## src/rtl/i2c_poll_sequencer_if.sv

```systemverilog
// Command/response port between the polling sequencer and the low-level
// I2C byte engine. The sequencer is the master (issues commands), the
// engine is the slave (returns done/nack/read data).
interface i2c_poll_sequencer_if #(
   parameter int MAX_BYTES = 6
);
   localparam int NB_W = $clog2(MAX_BYTES + 1);

   logic                   ll_start;
   logic                   ll_abort;
   logic                   ll_write;
   logic [6:0]             ll_dev_addr;
   logic [7:0]             ll_reg_addr;
   logic [NB_W-1:0]        ll_num_bytes;
   logic [7:0]             ll_wdata;
   logic                   ll_done;
   logic                   ll_nack;
   logic [8*MAX_BYTES-1:0] ll_rdata;

   modport master (
      output ll_start, ll_abort, ll_write, ll_dev_addr, ll_reg_addr,
             ll_num_bytes, ll_wdata,
      input  ll_done, ll_nack, ll_rdata
   );

   modport slave (
      input  ll_start, ll_abort, ll_write, ll_dev_addr, ll_reg_addr,
             ll_num_bytes, ll_wdata,
      output ll_done, ll_nack, ll_rdata
   );
endinterface

```

## src/rtl/i2c_poll_sequencer.sv

```systemverilog
// Multi-channel I2C polling sequencer. On each poll round it visits every
// channel in order: a two-write init handshake for channels not yet online,
// then a register-pointer write and a burst read. NACKed or timed-out
// commands are retried; after MAX_RETRY attempts the channel goes offline.
// Optional feature macro: I2C_POLL_ZERO_FILTER_EN -- when defined, a good
// read whose first three bytes are all zero is silently discarded.
module i2c_poll_sequencer #(
   parameter int                NUM_CH      = 2,
   parameter int                MAX_BYTES   = 6,
   parameter int                READ_BYTES  = 6,
   parameter logic [7*NUM_CH-1:0] DEV_ADDRS = {7'h52, 7'h52},
   parameter logic [7:0]        INIT1_REG   = 8'hF0,
   parameter logic [7:0]        INIT1_DATA  = 8'h55,
   parameter logic [7:0]        INIT2_REG   = 8'hFB,
   parameter logic [7:0]        INIT2_DATA  = 8'h00,
   parameter int                MAX_RETRY   = 3,
   parameter int                TIMEOUT_CYC = 4096
) (
   input  logic                          clock,
   input  logic                          rst,
   input  logic                          poll_tick,
   i2c_poll_sequencer_if.master          bus,
   output logic [NUM_CH*8*READ_BYTES-1:0] ch_data,
   output logic [NUM_CH-1:0]             ch_valid,
   output logic [NUM_CH-1:0]             ch_online,
   output logic [7:0]                    err_count,
   output logic                          busy
);
   localparam int CH_W   = (NUM_CH > 1) ? $clog2(NUM_CH) : 1;
   localparam int NB_W   = $clog2(MAX_BYTES + 1);
   localparam int RT_W   = (MAX_RETRY > 1) ? $clog2(MAX_RETRY + 1) : 1;
   localparam int TO_W   = $clog2(TIMEOUT_CYC + 1);
   localparam int SLOT_W = 8 * READ_BYTES;
   localparam int ADDR_W = 7;

   typedef enum logic [2:0] {
      S_IDLE  = 3'd0,
      S_INIT1 = 3'd1,
      S_INIT2 = 3'd2,
      S_PTR   = 3'd3,
      S_READ  = 3'd4,
      S_NEXT  = 3'd5
   } state_t;

   state_t                     r_state;
   logic [CH_W-1:0]            r_ch;
   logic                       r_busy;
   logic                       r_pending;
   logic                       r_issue;        // launch a command next cycle
   logic                       r_outstanding;  // command in flight at engine
   logic [RT_W-1:0]            r_retry;
   logic [TO_W-1:0]            r_timer;
   logic                       r_ll_start;
   logic                       r_ll_abort;
   logic                       r_ll_write;
   logic [6:0]                 r_ll_dev_addr;
   logic [7:0]                 r_ll_reg_addr;
   logic [NB_W-1:0]            r_ll_num_bytes;
   logic [7:0]                 r_ll_wdata;
   logic [NUM_CH*SLOT_W-1:0]   r_ch_data;
   logic [NUM_CH-1:0]          r_ch_valid;
   logic [NUM_CH-1:0]          r_ch_online;
   logic [7:0]                 r_err_count;

   logic                       w_ch_last;
   logic [CH_W-1:0]            w_ch_inc;
   logic                       w_done_ok;
   logic                       w_fail_nack;
   logic                       w_timeout;
   logic                       w_fail;
   logic                       w_retry_exhausted;
   logic                       w_tick_start;
   logic                       w_discard;
   logic [SLOT_W-1:0]          w_rd_slot;
   logic [6:0]                 w_dev_addr;

   assign w_ch_last         = (r_ch == CH_W'(NUM_CH - 1));
   assign w_ch_inc          = r_ch + CH_W'(1);
   assign w_done_ok         = r_outstanding && bus.ll_done && !bus.ll_nack;
   assign w_fail_nack       = r_outstanding && bus.ll_done && bus.ll_nack;
   // A done arriving on the expiry cycle takes precedence over the timeout.
   assign w_timeout         = r_outstanding && !bus.ll_done &&
                              (r_timer == TO_W'(TIMEOUT_CYC - 1));
   assign w_fail            = w_fail_nack || w_timeout;
   assign w_retry_exhausted = (r_retry == RT_W'(MAX_RETRY - 1));
   assign w_tick_start      = poll_tick || r_pending;
   assign w_rd_slot         = bus.ll_rdata[SLOT_W-1:0];
   assign w_dev_addr        = DEV_ADDRS[r_ch*ADDR_W +: ADDR_W];

`ifdef I2C_POLL_ZERO_FILTER_EN
   // All-zero leading bytes mean the peripheral returned an empty frame.
   assign w_discard = (bus.ll_rdata[23:0] == 24'h00_0000);
`else
   assign w_discard = 1'b0;
`endif

   // Polling FSM: command issue, retry/timeout handling, channel bookkeeping.
   always_ff @(posedge clock or posedge rst) begin
      if (rst) begin
         r_state        <= S_IDLE;
         r_ch           <= '0;
         r_busy         <= 1'b0;
         r_pending      <= 1'b0;
         r_issue        <= 1'b0;
         r_outstanding  <= 1'b0;
         r_retry        <= '0;
         r_timer        <= '0;
         r_ll_start     <= 1'b0;
         r_ll_abort     <= 1'b0;
         r_ll_write     <= 1'b0;
         r_ll_dev_addr  <= 7'h00;
         r_ll_reg_addr  <= 8'h00;
         r_ll_num_bytes <= '0;
         r_ll_wdata     <= 8'h00;
         r_ch_data      <= '0;
         r_ch_valid     <= '0;
         r_ch_online    <= '0;
         r_err_count    <= 8'h00;
      end else begin
         r_ll_start <= 1'b0;
         r_ll_abort <= 1'b0;
         r_ch_valid <= '0;

         // Busy is high everywhere outside IDLE, so this also catches a tick
         // on the very cycle the FSM returns to IDLE.
         if (poll_tick && r_busy) begin
            r_pending <= 1'b1;
         end

         if (r_outstanding) begin
            r_timer <= r_timer + TO_W'(1);
         end

         case (r_state)
            S_IDLE: begin
               if (w_tick_start) begin
                  r_pending <= 1'b0;
                  r_busy    <= 1'b1;
                  r_ch      <= '0;
                  r_retry   <= '0;
                  r_issue   <= 1'b1;
                  r_state   <= r_ch_online[0] ? S_PTR : S_INIT1;
               end
            end

            S_INIT1, S_INIT2, S_PTR, S_READ: begin
               if (r_issue) begin
                  r_issue       <= 1'b0;
                  r_ll_start    <= 1'b1;
                  r_outstanding <= 1'b1;
                  r_timer       <= '0;
                  r_ll_dev_addr <= w_dev_addr;
                  case (r_state)
                     S_INIT1: begin
                        r_ll_write     <= 1'b1;
                        r_ll_reg_addr  <= INIT1_REG;
                        r_ll_num_bytes <= NB_W'(1);
                        r_ll_wdata     <= INIT1_DATA;
                     end
                     S_INIT2: begin
                        r_ll_write     <= 1'b1;
                        r_ll_reg_addr  <= INIT2_REG;
                        r_ll_num_bytes <= NB_W'(1);
                        r_ll_wdata     <= INIT2_DATA;
                     end
                     S_PTR: begin
                        r_ll_write     <= 1'b1;
                        r_ll_reg_addr  <= 8'h00;
                        r_ll_num_bytes <= NB_W'(0);
                        r_ll_wdata     <= 8'h00;
                     end
                     default: begin
                        r_ll_write     <= 1'b0;
                        r_ll_reg_addr  <= 8'h00;
                        r_ll_num_bytes <= NB_W'(READ_BYTES);
                        r_ll_wdata     <= 8'h00;
                     end
                  endcase
               end else if (w_done_ok) begin
                  r_outstanding <= 1'b0;
                  r_retry       <= '0;
                  case (r_state)
                     S_INIT1: begin
                        r_state <= S_INIT2;
                        r_issue <= 1'b1;
                     end
                     S_INIT2: begin
                        r_ch_online[r_ch] <= 1'b1;
                        r_state           <= S_PTR;
                        r_issue           <= 1'b1;
                     end
                     S_PTR: begin
                        r_state <= S_READ;
                        r_issue <= 1'b1;
                     end
                     default: begin
                        if (!w_discard) begin
                           r_ch_data[r_ch*SLOT_W +: SLOT_W] <= w_rd_slot;
                           r_ch_valid[r_ch]                 <= 1'b1;
                        end
                        r_state <= S_NEXT;
                     end
                  endcase
               end else if (w_fail) begin
                  r_outstanding <= 1'b0;
                  r_ll_abort    <= w_timeout;
                  if (w_retry_exhausted) begin
                     r_ch_online[r_ch] <= 1'b0;
                     if (r_err_count != 8'hFF) begin
                        r_err_count <= r_err_count + 8'd1;
                     end
                     r_retry <= '0;
                     r_state <= S_NEXT;
                  end else begin
                     r_retry <= r_retry + RT_W'(1);
                     r_issue <= 1'b1;
                  end
               end
            end

            S_NEXT: begin
               if (w_ch_last) begin
                  r_busy  <= 1'b0;
                  r_state <= S_IDLE;
               end else begin
                  r_ch    <= w_ch_inc;
                  r_retry <= '0;
                  r_issue <= 1'b1;
                  r_state <= r_ch_online[w_ch_inc] ? S_PTR : S_INIT1;
               end
            end

            default: begin
               r_busy        <= 1'b0;
               r_issue       <= 1'b0;
               r_outstanding <= 1'b0;
               r_state       <= S_IDLE;
            end
         endcase
      end
   end

   assign bus.ll_start     = r_ll_start;
   assign bus.ll_abort     = r_ll_abort;
   assign bus.ll_write     = r_ll_write;
   assign bus.ll_dev_addr  = r_ll_dev_addr;
   assign bus.ll_reg_addr  = r_ll_reg_addr;
   assign bus.ll_num_bytes = r_ll_num_bytes;
   assign bus.ll_wdata     = r_ll_wdata;
   assign ch_data          = r_ch_data;
   assign ch_valid         = r_ch_valid;
   assign ch_online        = r_ch_online;
   assign err_count        = r_err_count;
   assign busy             = r_busy;
endmodule

```

## src/flat_wrapper.sv

```systemverilog
// flat-port wrapper written by rule: the top's interface ports become plain ports
module i2c_poll_sequencer_flat 
#(
   parameter int                NUM_CH      = 2,
   parameter int                MAX_BYTES   = 6,
   parameter int                READ_BYTES  = 6,
   parameter logic [7*NUM_CH-1:0] DEV_ADDRS = {7'h52, 7'h52},
   parameter logic [7:0]        INIT1_REG   = 8'hF0,
   parameter logic [7:0]        INIT1_DATA  = 8'h55,
   parameter logic [7:0]        INIT2_REG   = 8'hFB,
   parameter logic [7:0]        INIT2_DATA  = 8'h00,
   parameter int                MAX_RETRY   = 3,
   parameter int                TIMEOUT_CYC = 4096
)
  (clock, rst, poll_tick, ch_data, ch_valid, ch_online, err_count, busy, bus_ll_start, bus_ll_abort, bus_ll_write, bus_ll_dev_addr, bus_ll_reg_addr, bus_ll_num_bytes, bus_ll_wdata, bus_ll_done, bus_ll_nack, bus_ll_rdata);
  i2c_poll_sequencer_if #(.MAX_BYTES(MAX_BYTES)) bus_i ();
  input  logic clock;
  input  logic rst;
  input  logic poll_tick;
  output logic [NUM_CH*8*READ_BYTES-1:0] ch_data;
  output logic [NUM_CH-1:0] ch_valid;
  output logic [NUM_CH-1:0] ch_online;
  output logic [7:0] err_count;
  output logic busy;
  output wire logic [$bits(bus_i.ll_start)-1:0] bus_ll_start;
  output wire logic [$bits(bus_i.ll_abort)-1:0] bus_ll_abort;
  output wire logic [$bits(bus_i.ll_write)-1:0] bus_ll_write;
  output wire logic [$bits(bus_i.ll_dev_addr)-1:0] bus_ll_dev_addr;
  output wire logic [$bits(bus_i.ll_reg_addr)-1:0] bus_ll_reg_addr;
  output wire logic [$bits(bus_i.ll_num_bytes)-1:0] bus_ll_num_bytes;
  output wire logic [$bits(bus_i.ll_wdata)-1:0] bus_ll_wdata;
  input wire logic [$bits(bus_i.ll_done)-1:0] bus_ll_done;
  input wire logic [$bits(bus_i.ll_nack)-1:0] bus_ll_nack;
  input wire logic [$bits(bus_i.ll_rdata)-1:0] bus_ll_rdata;
  assign bus_ll_start = bus_i.ll_start;
  assign bus_ll_abort = bus_i.ll_abort;
  assign bus_ll_write = bus_i.ll_write;
  assign bus_ll_dev_addr = bus_i.ll_dev_addr;
  assign bus_ll_reg_addr = bus_i.ll_reg_addr;
  assign bus_ll_num_bytes = bus_i.ll_num_bytes;
  assign bus_ll_wdata = bus_i.ll_wdata;
  assign bus_i.ll_done = bus_ll_done;
  assign bus_i.ll_nack = bus_ll_nack;
  assign bus_i.ll_rdata = bus_ll_rdata;
  i2c_poll_sequencer #(.NUM_CH(NUM_CH), .MAX_BYTES(MAX_BYTES), .READ_BYTES(READ_BYTES), .DEV_ADDRS(DEV_ADDRS), .INIT1_REG(INIT1_REG), .INIT1_DATA(INIT1_DATA), .INIT2_REG(INIT2_REG), .INIT2_DATA(INIT2_DATA), .MAX_RETRY(MAX_RETRY), .TIMEOUT_CYC(TIMEOUT_CYC)) u_core (.clock(clock), .rst(rst), .poll_tick(poll_tick), .bus(bus_i), .ch_data(ch_data), .ch_valid(ch_valid), .ch_online(ch_online), .err_count(err_count), .busy(busy));
endmodule
```

## config.mk

```make
export PLATFORM = sky130hd
export DESIGN_NAME = i2c_poll_sequencer_flat
export DESIGN_NICKNAME = d
export VERILOG_FILES = /design/src/rtl/i2c_poll_sequencer_if.sv /design/src/rtl/i2c_poll_sequencer.sv /design/src/flat_wrapper.sv
export SDC_FILE = /design/constraint.sdc
export NUM_CORES = 1
export LEC_CHECK = 0
export ABC_CLOCK_PERIOD_IN_PS = 7050
export BUFFER_PORTS_ARGS = -buffer_cell sky130_fd_sc_hd__buf_2
export CORE_MARGIN = 2
export CORE_UTILIZATION = 40
export CTS_BUF_LIST = sky130_fd_sc_hd__clkbuf_4
export CTS_CLUSTER_DIAMETER = 50
export DETAILED_ROUTE_END_ITERATION = 10
export GPL_TIMING_DRIVEN = 0
export PLACE_DENSITY = 0.66
export REMOVE_ABC_BUFFERS = 1
export SLEW_MARGIN = 10
export SYNTH_ARGS = -nofsm -noshare
export SYNTH_HDL_FRONTEND = slang
export SYNTH_SLANG_ARGS = --single-unit
```

## constraint.sdc

```tcl
create_clock -name clock -period 7.05 [get_ports clock]
set_input_delay 1.0575 -clock clock [delete_from_list [all_inputs] [get_ports clock]]
set_output_delay 1.0575 -clock clock [all_outputs]
set_load 0.02 [all_outputs]
```

==> results.ini, run 1 <==
[outcome]
status=finished, final reports clean

[logic_synthesis]
async_flop_share=1.00
synthesis.area_mm2=0.00603
synth_compound_area_frac=0.0525
ys_warn_count=0
synth_edf_count=0
yosysSeqAreaShare=0.581
yosysMostFrequentCell=dfrtp_1
synth_top_area_frac=0.581
synth_xor_area_frac=0.0276
synth-main-ff-cell=dfrtp_1
ys_top_cells_by_count=140 x dfrtp_1, 90 x mux2_2, 31 x nor2_1
synthCells=468
synth_largest_area_cell=dfrtp_1
synth_fa_ha_area_frac=0.00415
synthMuxAreaShare=0.192
syn_avg_cell_area_um2=12.9
synthSimpleGateAreaFrac=0.0935
ys_ff_latch=140
synth_top_family_by_area=multiplexers
synth_cell_types=51
ys_top_cells_by_area=dfrtp_1 58%, mux2_2 17%, buf_4 2.5%, mux2_4 2.2%, nor2_1 1.9%

[layout]
drive_gt1_frac=0.499
area_growth_pct=21.2
nets=693
fin_area_mm2=0.00731
fillers=1336

[setup_path]
cp_slowest_cell=dfrtp_1
cpPeakStageDelay_ns=0.90
required_ns=7.47
worst-path-max-fanout=49
start_kind=flip-flop
reg2regPathDepth=3
crit_family=simple AND/OR/NAND/NOR gates
crit_path_cell_trace=or3b_1 -> or3_4 -> mux2_4
cp.depth=3
crit_path_end_kind=flip-flop
rrSetupSlack_ns=4.44
cp.arrival_ns=3.03
critical_path_class=flip-flop to flip-flop
worstReg2RegStart=u_core.r_state[2]$_DFFE_PP0P_
crit_path_end=u_core.ch_data[51]$_DFFE_PP0P_
regToRegEndpoint=u_core.ch_data[51]$_DFFE_PP0P_
crit_path_start=u_core.r_state[2]$_DFFE_PP0P_
crit_buf_inv=0

[die]
coreArea_mm2=0.0146
io-pin-count=191
chipHeight_um=127
initial_utilization=0.412
die_x_um=127
dieArea_mm2=0.0161
rows=44

[sta]
slew_violations=0
clock.fmax_mhz=383
maxSlewHeadroom=0.449
post-route-min-period_ns=2.61
grt_setup_unrepaired=no
hold_viol_final=0
finalCritPeriodShare=0.370
setup_viol=0
max_slew.worst_pin.slew_ns=0.827
fin_skew_ns=0.0131
fin_tns_setup_ns=0

[clock_tree]
postCtsHoldBufs=0
cts_tree=yes
numClockSinks=140
cts_buffers=17
cts_resized=0
cts-root-buf=clkbuf_4
cts_max_level=4
clk_path_buf_depth=2
clk_latency_ns=0.54
path_clk_slew_ns=0.12
cts_setup_buffers=0

[grt]
grt_remaining_overflow=0
antenna_found_initial=3
grt_util_all_layers=0.167
grt_pass1_wl_mm=21.2
grt_max_degree=91
first_global_vias=4263

[route]
wl_met1_mm=5.39
routed_wl_mm=13.1
top_layer=met5
route.met2.wl_mm=6.73
drtAntennaViolNets=0
dr_wl_met3_um=587
wl_per_cell_um=15.7
viasPerCell=5.06
drtIter0Drc=262
first_pass_iters=4
vias=4228
drc=0

[flow_run]
drv_cap=0

[worst_hold_path]
min_path_type=flip-flop to flip-flop
hold_start=u_core.ch_data[0]$_DFFE_PP0P_

[placement]
port-buffer-count=181
dpl_cell_area_mm2=0.00702
dp_hpwl_mm=9.45
place.gp.congestion=0.824

[power]
vdd_drop_max_uv=145
power_density_mw_per_mm2=324
total_leakage_power_uw=0.00407

per-stage QoR:
step           setup WS [ns]  hold WS, ns  std cells  total power [uW]  utilization
2_1_floorplan           2.24        0.489        433              1600            -
3_3_place_gp           0.928        0.484        798              1840        0.474
3_5_place_dp            4.01        0.488        803              1870        0.480
4_1_cts                 4.44        0.496        835              2400        0.499
5_1_grt                 4.31        0.506        836              2520        0.499
6_report                4.44        0.511        836              2370        0.499
area by class of cell:
type / instances / area, um2 / share of cell area
sequential: 140 / 3500 / 0.479
multi-input combinational: 285 / 2270 / 0.310
timing repair buffer: 186 / 986 / 0.135
tap: 184 / 230 / 0.0315
clock inverter: 13 / 144 / 0.0197
clock buffer: 19 / 143 / 0.0195
inverter: 8 / 35.0 / 0.00479
antenna: 1 / 2.50 / 0.000342
how the worst min path moves through the flow:
stage	endpoint	slack, ns	cells after the start
final	u_core.ch_data[0]$_DFFE_PP0P_	0.51	1
after global placement	u_core.ch_data[74]$_DFFE_PP0P_	0.48	1
after floorplan	u_core.r_retry[0]$_DFFE_PP0P_	0.49	1
after CTS	u_core.ch_data[56]$_DFFE_PP0P_	0.50	2
after global routing	u_core.ch_data[77]$_DFFE_PP0P_	0.51	2
after detailed placement	u_core.ch_data[0]$_DFFE_PP0P_	0.49	1
metal layers:
layer,vias to the layer above,track usage
met4,2,0.0937
met5,-,0
li1,1971,-
met1,2098,0.201
met3,28,0.0350
met2,129,0.281
cell usage in the layout, fill, tap and decap left out, types with 8 or more instances in the layout:
cell	instances
buf_2	181
dfrtp_1	140
mux2_2	90
nor2_1	31
clkbuf_4	19
nand2_1	18
a21oi_1	13
o21ai_0	13
xnor2_1	12
mux2_4	9
conb_1	9
nand4_1	8
nor3_1	8
flip-flops by register name (all words and copies together) (netlist names), named ones only:
name,flops
u_core.bus.ll_abort,1
u_core.bus.ll_dev_addr,1
u_core.bus.ll_num_bytes,2
u_core.bus.ll_reg_addr,2
u_core.bus.ll_start,1
u_core.bus.ll_wdata,1
u_core.bus.ll_write,1
u_core.busy,1
u_core.ch_data,96
u_core.ch_valid,2
u_core.err_count,8
u_core.r_ch,1
u_core.r_issue,1
u_core.r_outstanding,1
u_core.r_pending,1
u_core.r_retry,2
u_core.r_state,3
u_core.r_timer,13
power breakdown:
part | internal [uW] | leakage (uW) | switching [uW] | total [uW]
Sequential | 949 | 0.00190 | 153 | 1100
Clock | 221 | 0.000152 | 295 | 516
Combinational | 296 | 0.00202 | 453 | 749
logic make-up (layout without fill, tap and decap cells):
family,after synthesis,in the layout
flip-flops,140,140
multiplexers,100,100
other,1,10
adder cells (fa/ha/maj),2,2
XOR/XNOR,19,19
buffers and inverters,51,226
AND/OR/NAND/NOR,106,106
AO/OA/AOI/OAI,49,49
Note: power is estimated with default switching activity, not from simulation.
==> run 2, diff against run 1 <==
Settings changed: ABC_CLOCK_PERIOD_IN_PS 7050 to 2500.
Clock period 7.05 ns to 2.5 ns, I/O delays scaled along.
==> results.ini, run 2 (synthesis gave the netlist of run 1 again) <==
[grt]
grt_pass1_wl_mm=21.4
antenna_found_initial=3
grt_max_degree=91
grt_util_all_layers=0.169
first_global_vias=4289
grt_remaining_overflow=0

[die]
dieArea_mm2=0.0161
coreArea_mm2=0.0146
io-pin-count=191
die_x_um=127
rows=44
chipHeight_um=127
initial_utilization=0.412

[power]
p_sw_uw=2560
combinationalPowerShare=0.317
vdd_drop_max_uv=411
swShare=0.382
pwr-share-seq=0.465
clock_power_share=0.218
total_leakage_power_uw=0.00410
p_int_uw=4140
power_density_mw_per_mm2=908

[route]
first_pass_iters=4
wl_per_cell_um=15.8
drtAntennaViolNets=0
vias=4263
drc=0
viasPerCell=5.06
drtIter0Drc=348
routed_wl_mm=13.3

[worst_hold_path]
min_path_type=input port to flip-flop

[layout]
fillers=1328
nets=699
fin_util=0.503
area_growth_pct=22.2
drive_gt1_frac=0.505
largest_reg_flops=96
final_cell_mix=181 x buf_2, 138 x dfrtp_1, 90 x mux2_2, 31 x nor2_1, 19 x clkbuf_4
fin_area_mm2=0.00737
layout_commonest_cell=buf_2

[sta]
post-route-min-period_ns=2.35
clock.fmax_mhz=425
setup_ws_ns=0.146
fin_tns_setup_ns=0
fin_skew_ns=0.0126
finalCritPeriodShare=0.942
grt_setup_unrepaired=no
fin_hold_ws_ns=0.0566
hold_viol_final=0
max_slew.worst_pin.slew_ns=0.789
slew_violations=0
maxSlewHeadroom=0.474
setup_viol=0

[placement]
port-buffer-count=181
place.gp.congestion=0.824
pre_cts_ws_ns=-0.0805
dp_hpwl_mm=9.45
dpl_cell_area_mm2=0.00702

[flow_run]
drv_cap=0

[setup_path]
cp.arrival_ns=2.78
critical_path_class=flip-flop to flip-flop
cp_slowest_cell=or3_4
crit_family=simple AND/OR/NAND/NOR gates
crit_buf_inv=0
crit_path_cell_trace=or3b_1 -> or3_4 -> mux2_4
start_kind=flip-flop
cpPeakStageDelay_ns=0.69
worst-path-max-fanout=49
required_ns=2.93
crit_path_end_kind=flip-flop

[clock_tree]
path_clk_slew_ns=0.13
clk_path_buf_depth=2
clk_latency_ns=0.55
numClockSinks=140
cts-root-buf=clkbuf_4
cts_max_level=4
cts_tree=yes
cts_buffers=17

[outcome]
status=finished, final reports clean

## run 2: worst paths after layout
kind	to	slack [ns]	from	depth (start not counted)
setup / recovery	u_core.ch_data[51]$_DFFE_PP0P_	0.15	u_core.r_state[2]$_DFFE_PP0P_	3
hold / removal	u_core.ch_data[82]$_DFFE_PP0P_	0.06	bus_ll_rdata[34]	2
setup reg to reg	u_core.ch_data[51]$_DFFE_PP0P_	0.15	u_core.r_state[2]$_DFFE_PP0P_	3
hold reg to reg	u_core.ch_data[0]$_DFFE_PP0P_	0.51	u_core.ch_data[0]$_DFFE_PP0P_	1
max in group asynchronous	u_core.r_state[2]$_DFFE_PP0P_	1.30	rst	4
min in group asynchronous	u_core.ch_data[56]$_DFFE_PP0P_	0.39	rst	3
## run 2: layout make-up
type	count	area, um2	area share
Antenna cell	1	2.50	0.000339
Clock buffer	19	143	0.0193
Clock inverter	13	144	0.0195
Inverter	8	35.0	0.00475
Multi-Input combinational cell	285	2280	0.309
Sequential cell	140	3510	0.476
Tap cell	184	230	0.0312
Timing Repair Buffer	192	1040	0.141
## run 2: what timing repair did
| item | in CTS | in global routing |
|---|---|---|
| buffers inserted | 4 | 0 |
| hold endpoints to repair | 50 | 1 |
| hold buffers | 1 | 1 |
| pin swaps | 1 | 0 |
| setup endpoints to repair | 70 | 17 |
| gates resized for setup | 1 | 2 |
## run 2: power groups by stage
stage	Combinational, uW	Clock, uW	Sequential [uW]
finish	2120	1460	3120
detailed placement	2130	0	3150
global placement	2070	0	3120
CTS	2140	1520	3110
floorplan	951	0	3560
global route	2310	1610	3200
## run 2: worst reg2reg max path, stage by stage, from the launching register on
cell and delay (ns):
dfrtp_2 0.67, or3b_1 0.45, or3_4 0.69, mux2_4 0.43
## run 2: stage by stage
step | cells | total power (uW)
floorplan | 433 | 4510
global placement | 798 | 5190
CTS | 840 | 6760
finish | 842 | 6700
global route | 842 | 7120
detailed placement | 803 | 5280
## run 2: routing by layer
metal,share of wire,global-route usage
met5,0.00098,0
met4,0.030,0.0918
met3,0.047,0.0350
met2,0.51,0.284
met1,0.41,0.204
